File: config.mk
export PLATFORM = sky130hd
export DESIGN_NAME = bram_in_arbiter
export DESIGN_NICKNAME = d
export VERILOG_FILES = /design/src/rtl/bram_in_arbiter.sv
export SDC_FILE = /design/constraint.sdc
export NUM_CORES = 1
export LEC_CHECK = 0
export ABC_AREA = 0
export CORE_MARGIN = 5
export CORE_UTILIZATION = 35
export CTS_CLUSTER_DIAMETER = 200
export CTS_CLUSTER_SIZE = 10
export DETAILED_ROUTE_END_ITERATION = 16
export DONT_BUFFER_PORTS = 1
export PLACE_DENSITY = 0.54
export SLEW_MARGIN = 25
export SYNTH_ARGS = -nofsm -noshare
export SYNTH_HDL_FRONTEND = slang
export SYNTH_SLANG_ARGS = --single-unit
File: constraint.sdc
create_clock -name clk -period 5.5 [get_ports clk]
set_input_delay 0.55 -clock clk [delete_from_list [all_inputs] [get_ports clk]]
set_output_delay 0.55 -clock clk [all_outputs]
set_load 0.02 [all_outputs]
File: src/rtl/bram_in_arbiter.sv
// Round-robin arbiter/sequencer for a shared BRAM write port: grants whole bursts,
// drives the external input-mux select, write enable and address, with an idle timeout.
module bram_in_arbiter #(
  parameter int unsigned NUM_REQ = 6,
  parameter int unsigned SEL_W   = 3,
  parameter int unsigned ADDR_W  = 10,
  parameter int unsigned TIMEOUT = 16
) (
  input  logic                      clk,
  input  logic                      rst,
  input  logic [NUM_REQ-1:0]        req_valid,
  input  logic [NUM_REQ-1:0]        req_last,
  input  logic [NUM_REQ*ADDR_W-1:0] req_addr,
  output logic [NUM_REQ-1:0]        req_ready,
  output logic [SEL_W-1:0]          mux_sel,
  output logic                      bram_we,
  output logic [ADDR_W-1:0]         bram_addr,
  output logic                      busy,
  output logic                      timeout_evt
);

  localparam int unsigned CntW = (TIMEOUT > 1) ? $clog2(TIMEOUT) : 1;
  localparam logic [CntW-1:0] CntLast = CntW'((TIMEOUT > 0) ? TIMEOUT - 1 : 0);

  typedef enum logic [0:0] {StIdle, StGrant} state_e;

  state_e            state_q, state_d;
  logic [SEL_W-1:0]  owner_q, owner_d;
  logic [SEL_W-1:0]  rr_ptr_q, rr_ptr_d;
  logic [CntW-1:0]   idle_cnt_q, idle_cnt_d;
  logic              tevt_q, tevt_d;

  logic              pick_found;
  logic [SEL_W-1:0]  pick_idx;
  logic [SEL_W-1:0]  next_ptr;
  logic              owner_valid;
  logic              owner_last;

  function automatic logic [SEL_W-1:0] rr_idx(logic [SEL_W-1:0] base, int unsigned off);
    int unsigned s;
    s = 32'(base) + off;
    if (s >= NUM_REQ) s = s - NUM_REQ;
    return SEL_W'(s);
  endfunction

  // First requesting index at or after rr_ptr, wrapping modulo NUM_REQ.
  always_comb begin
    pick_found = 1'b0;
    pick_idx   = '0;
    for (int unsigned k = 0; k < NUM_REQ; k++) begin
      if (!pick_found && req_valid[rr_idx(rr_ptr_q, k)]) begin
        pick_found = 1'b1;
        pick_idx   = rr_idx(rr_ptr_q, k);
      end
    end
  end

  assign owner_valid = req_valid[owner_q];
  assign owner_last  = req_last[owner_q];
  assign next_ptr    = (owner_q == SEL_W'(NUM_REQ - 1)) ? '0 : owner_q + 1'b1;

  always_comb begin
    state_d    = state_q;
    owner_d    = owner_q;
    rr_ptr_d   = rr_ptr_q;
    idle_cnt_d = idle_cnt_q;
    tevt_d     = 1'b0;
    unique case (state_q)
      StIdle: begin
        if (pick_found) begin
          owner_d    = pick_idx;
          idle_cnt_d = '0;
          state_d    = StGrant;
        end
      end
      StGrant: begin
        if (owner_valid) begin
          idle_cnt_d = '0;
          if (owner_last) begin
            state_d  = StIdle;
            rr_ptr_d = next_ptr;
          end
        end else if (TIMEOUT != 0 && idle_cnt_q == CntLast) begin
          state_d  = StIdle;
          rr_ptr_d = next_ptr;
          tevt_d   = 1'b1;
        end else if (idle_cnt_q != '1) begin
          idle_cnt_d = idle_cnt_q + 1'b1;
        end
      end
      default: state_d = StIdle;
    endcase
  end

  always_ff @(posedge clk) begin
    if (rst) begin
      state_q    <= StIdle;
      owner_q    <= '0;
      rr_ptr_q   <= '0;
      idle_cnt_q <= '0;
      tevt_q     <= 1'b0;
    end else begin
      state_q    <= state_d;
      owner_q    <= owner_d;
      rr_ptr_q   <= rr_ptr_d;
      idle_cnt_q <= idle_cnt_d;
      tevt_q     <= tevt_d;
    end
  end

  always_comb begin
    req_ready = '0;
    if (state_q == StGrant) req_ready[owner_q] = 1'b1;
  end

  assign busy        = (state_q == StGrant);
  assign mux_sel     = owner_q;
  assign timeout_evt = tevt_q;
  // Reset abandons the burst, so the beat presented on the reset edge must not land.
  assign bram_we     = busy & owner_valid & ~rst;
  assign bram_addr   = busy ? req_addr[owner_q*ADDR_W +: ADDR_W] : '0;

endmodule
==> reports/results.tsv <==
stage	metric	value	unit
run_status	status	complete, no violations	
worst_setup_path	path_class	flop to flop	
detailed_routing	ant_nets	0	
cts	clock_sink_count	12	
logic_synthesis	synthCells	265	
die	core	0.00592	sq mm
logic_synthesis	ys_seq_area_share	11.3	%
flow_run	cap_violations	0	
worst_setup_path	reg2reg_slack	2250	ps
timing	final-hold-violation-count	0	
power_and_ir_drop	finalPower	0.609	mW
logic_synthesis	yosys.area.top_type_share	11.3	%
grt	grt_pass1_wl	9070	um
cts	worstSkewPairLatency	240	ps
die	placementRows	28	
logic_synthesis	yosys_register_bits	12	
timing	clock-skew-final	1.06	ps
cts	cts_tree	built	
worst_setup_path	crit_slowest_cell	ha_1	
place	portBuffers	0	
logic_synthesis	synthTopCellsByCount	21 x inv_1, 21 x o21ai_0, 15 x mux2i_1, 15 x nand2_1, 15 x nor2_1	
worst_setup_path	path_cells	buf_4 -> inv_1 -> ha_1 -> nand2b_1 -> o22ai_1 -> a31oi_1 -> mux2_4 -> and2_4 -> or3_1 -> a32o_1	
detailed_routing	drt_wl_total	6000	um
cts	cts_made_buffers	3	
timing	rsz0062_at_grt	false	
logic_synthesis	yosysWarningCount	0	
worst_setup_path	critical_path_arrival	3380	ps
final_layout	layout-drive-gt1-share	12.9	%
detailed_routing	vias	2018	
worst_setup_path	crit_fanout	22	
place	dp_hpwl	4790	um
detailed_routing	drtPass1Iterations	4	
logic_synthesis	synthDistinctLibCells	62	
cts	cts_resized	0	
detailed_routing	post_drt_wl_per_cell	18.1	um
timing	period_share	59.0	%
cts	htree_num_levels	1	
power_and_ir_drop	p_per_area	276	mW/mm^2
die	fp.dieArea	0.00773	sq mm
logic_synthesis	synth-edff-count	0	
cts	cts_root_buf	clkbuf_8	
timing	maxSlewViolCount	0	
die	io_pins	96	
detailed_routing	drc	0	
timing	tightest_slew	987	ps
detailed_routing	drt_iter0_drc	154	
die	start_util	35.9	%
power_and_ir_drop	ir_drop	110	uV
min_path	hp-class	input port to flop	
timing	min_period	3250	ps
cts	cts_buffer_depth	2	
grt	grt_pass1_vias	1834	
timing	finalSetupViolations	0	
worst_setup_path	max_stage_delay	610	ps
logic_synthesis	post-synth-top-area-cell	dfxtp_1	
final_layout	syn_to_final_growth	3.83	%
die	die_h	87.9	um
grt	antenna_found_initial	0	
power_and_ir_drop	p_leak	0.793	nW
logic_synthesis	syn-num-nets	348	
final_layout	diodes	0	
worst_setup_path	start_kind	flop	
cts	ctsHoldBuffers	0	
worst_setup_path	critPathRequiredTime	5630	ps
logic_synthesis	synthFlopType	dfxtp_1	
worst_setup_path	endpoint_kind	flop	
timing	relSlewSlack	34.1	%
grt	grt_use_total	14.3	%
timing	setup_tns	0	ps
place	gp_congestion	0.795	
logic_synthesis	synth.avg_cell_area	8.02	sq um
logic_synthesis	ys_top_cells_by_area	dfxtp_1 11%, mux4_2 11%, mux2i_1 7.1%	
cts	clkTransAtPathRegs	50	ps
logic_synthesis	async_reset_ff_share	0	%
worst_setup_path	critPathBufInv	2	
final_layout	fin_nets	340	
detailed_routing	post_drt_via_cell_ratio	6.10	
logic_synthesis	netlist_area	0.00213	sq mm
grt	overflow	0	
worst_setup_path	critical_path.top_delay_family	compound AO/OA/AOI/OAI gates	
cts	postCtsSetupBuffers	0	
timing	fmax	0.308	GHz
grt	grt_max_degree	23	
die	fp.dieW	87.9	um
path summary, 6_finish.rpt:
kind	depth (start not counted)	to	start
setup reg to reg	10	mux_sel[0]	rr_ptr_q[0]
hold reg to reg	2	idle_cnt_q[1]	idle_cnt_q[1]
hold / removal	1	idle_cnt_q[0]	rst
setup / recovery	10	mux_sel[0]	rr_ptr_q[0]
final cells by class:
type / count / area (sq um)
Multi-Input combinational cell: 215 / 1710
Timing Repair Buffer: 4 / 30.0
Sequential cell: 12 / 240
Fill cell: 594 / 3710
Inverter: 21 / 78.8
Tap cell: 75 / 93.8
Clock buffer: 4 / 55.1
where the power goes:
| part | leakage [nW] | internal [mW] | switching (mW) |
|---|---|---|---|
| registers | 0.0977 | 0.0963 | 0.0327 |
| logic | 0.666 | 0.159 | 0.225 |
| clock network | 0.0288 | 0.0633 | 0.0327 |
layer usage:
layer / vias to the layer above / GRT usage, % / share of wire (%)
li1: 996 / - / -
met1: 949 / 20.7 / 46
met2: 71 / 22.9 / 46
met3: 2 / 2.35 / 8.2
met4: 0 / 2.09 / 0.25
met5: - / 0 / 0
logic make-up after synthesis:
group,share of synthesized area (%)
fa+ha+maj,5.77
xor+xnor,3.83
compound gates,28.1
simple gates,22.0
mux,20.7
buf+inv,8.30
flops,11.3
state kept, by name, indices dropped and copies added, names as in the netlist:
| register | flops |
|---|---|
| idle_cnt_q | 4 |
| rr_ptr_q | 3 |
| busy | 1 |
| mux_sel | 3 |
| timeout_evt | 1 |
through the flow:
stage / hold WS [ps] / utilization (%) / area [sq um] / setup WS, ps / instances
floorplan: 462 / - / 2130 / 2630 / 265
global placement: 482 / 36.3 / 2150 / 2330 / 327
detailed placement: 486 / 36.3 / 2150 / 2280 / 327
CTS: 368 / 37.3 / 2210 / 2270 / 331
global route: 368 / 37.3 / 2210 / 2040 / 331
finish: 374 / 37.3 / 2210 / 2250 / 331
cell usage in the layout (no fill, tap or decap), drive strengths merged, types with 4 or more instances in the layout:
cell and instances:
a211oi 7, a21o 4, a21oi 12, a22oi 11
a31oi 5, and2 4, buf 4, clkbuf 4
dfxtp 12, ha 9, inv 21, mux2 5
mux2i 15, mux4 10, nand2 15, nand3 8
nor2 15, nor2b 5, nor3 9, o21ai 22
xnor2 5
Note: power is estimated with default switching activity, not from simulation.
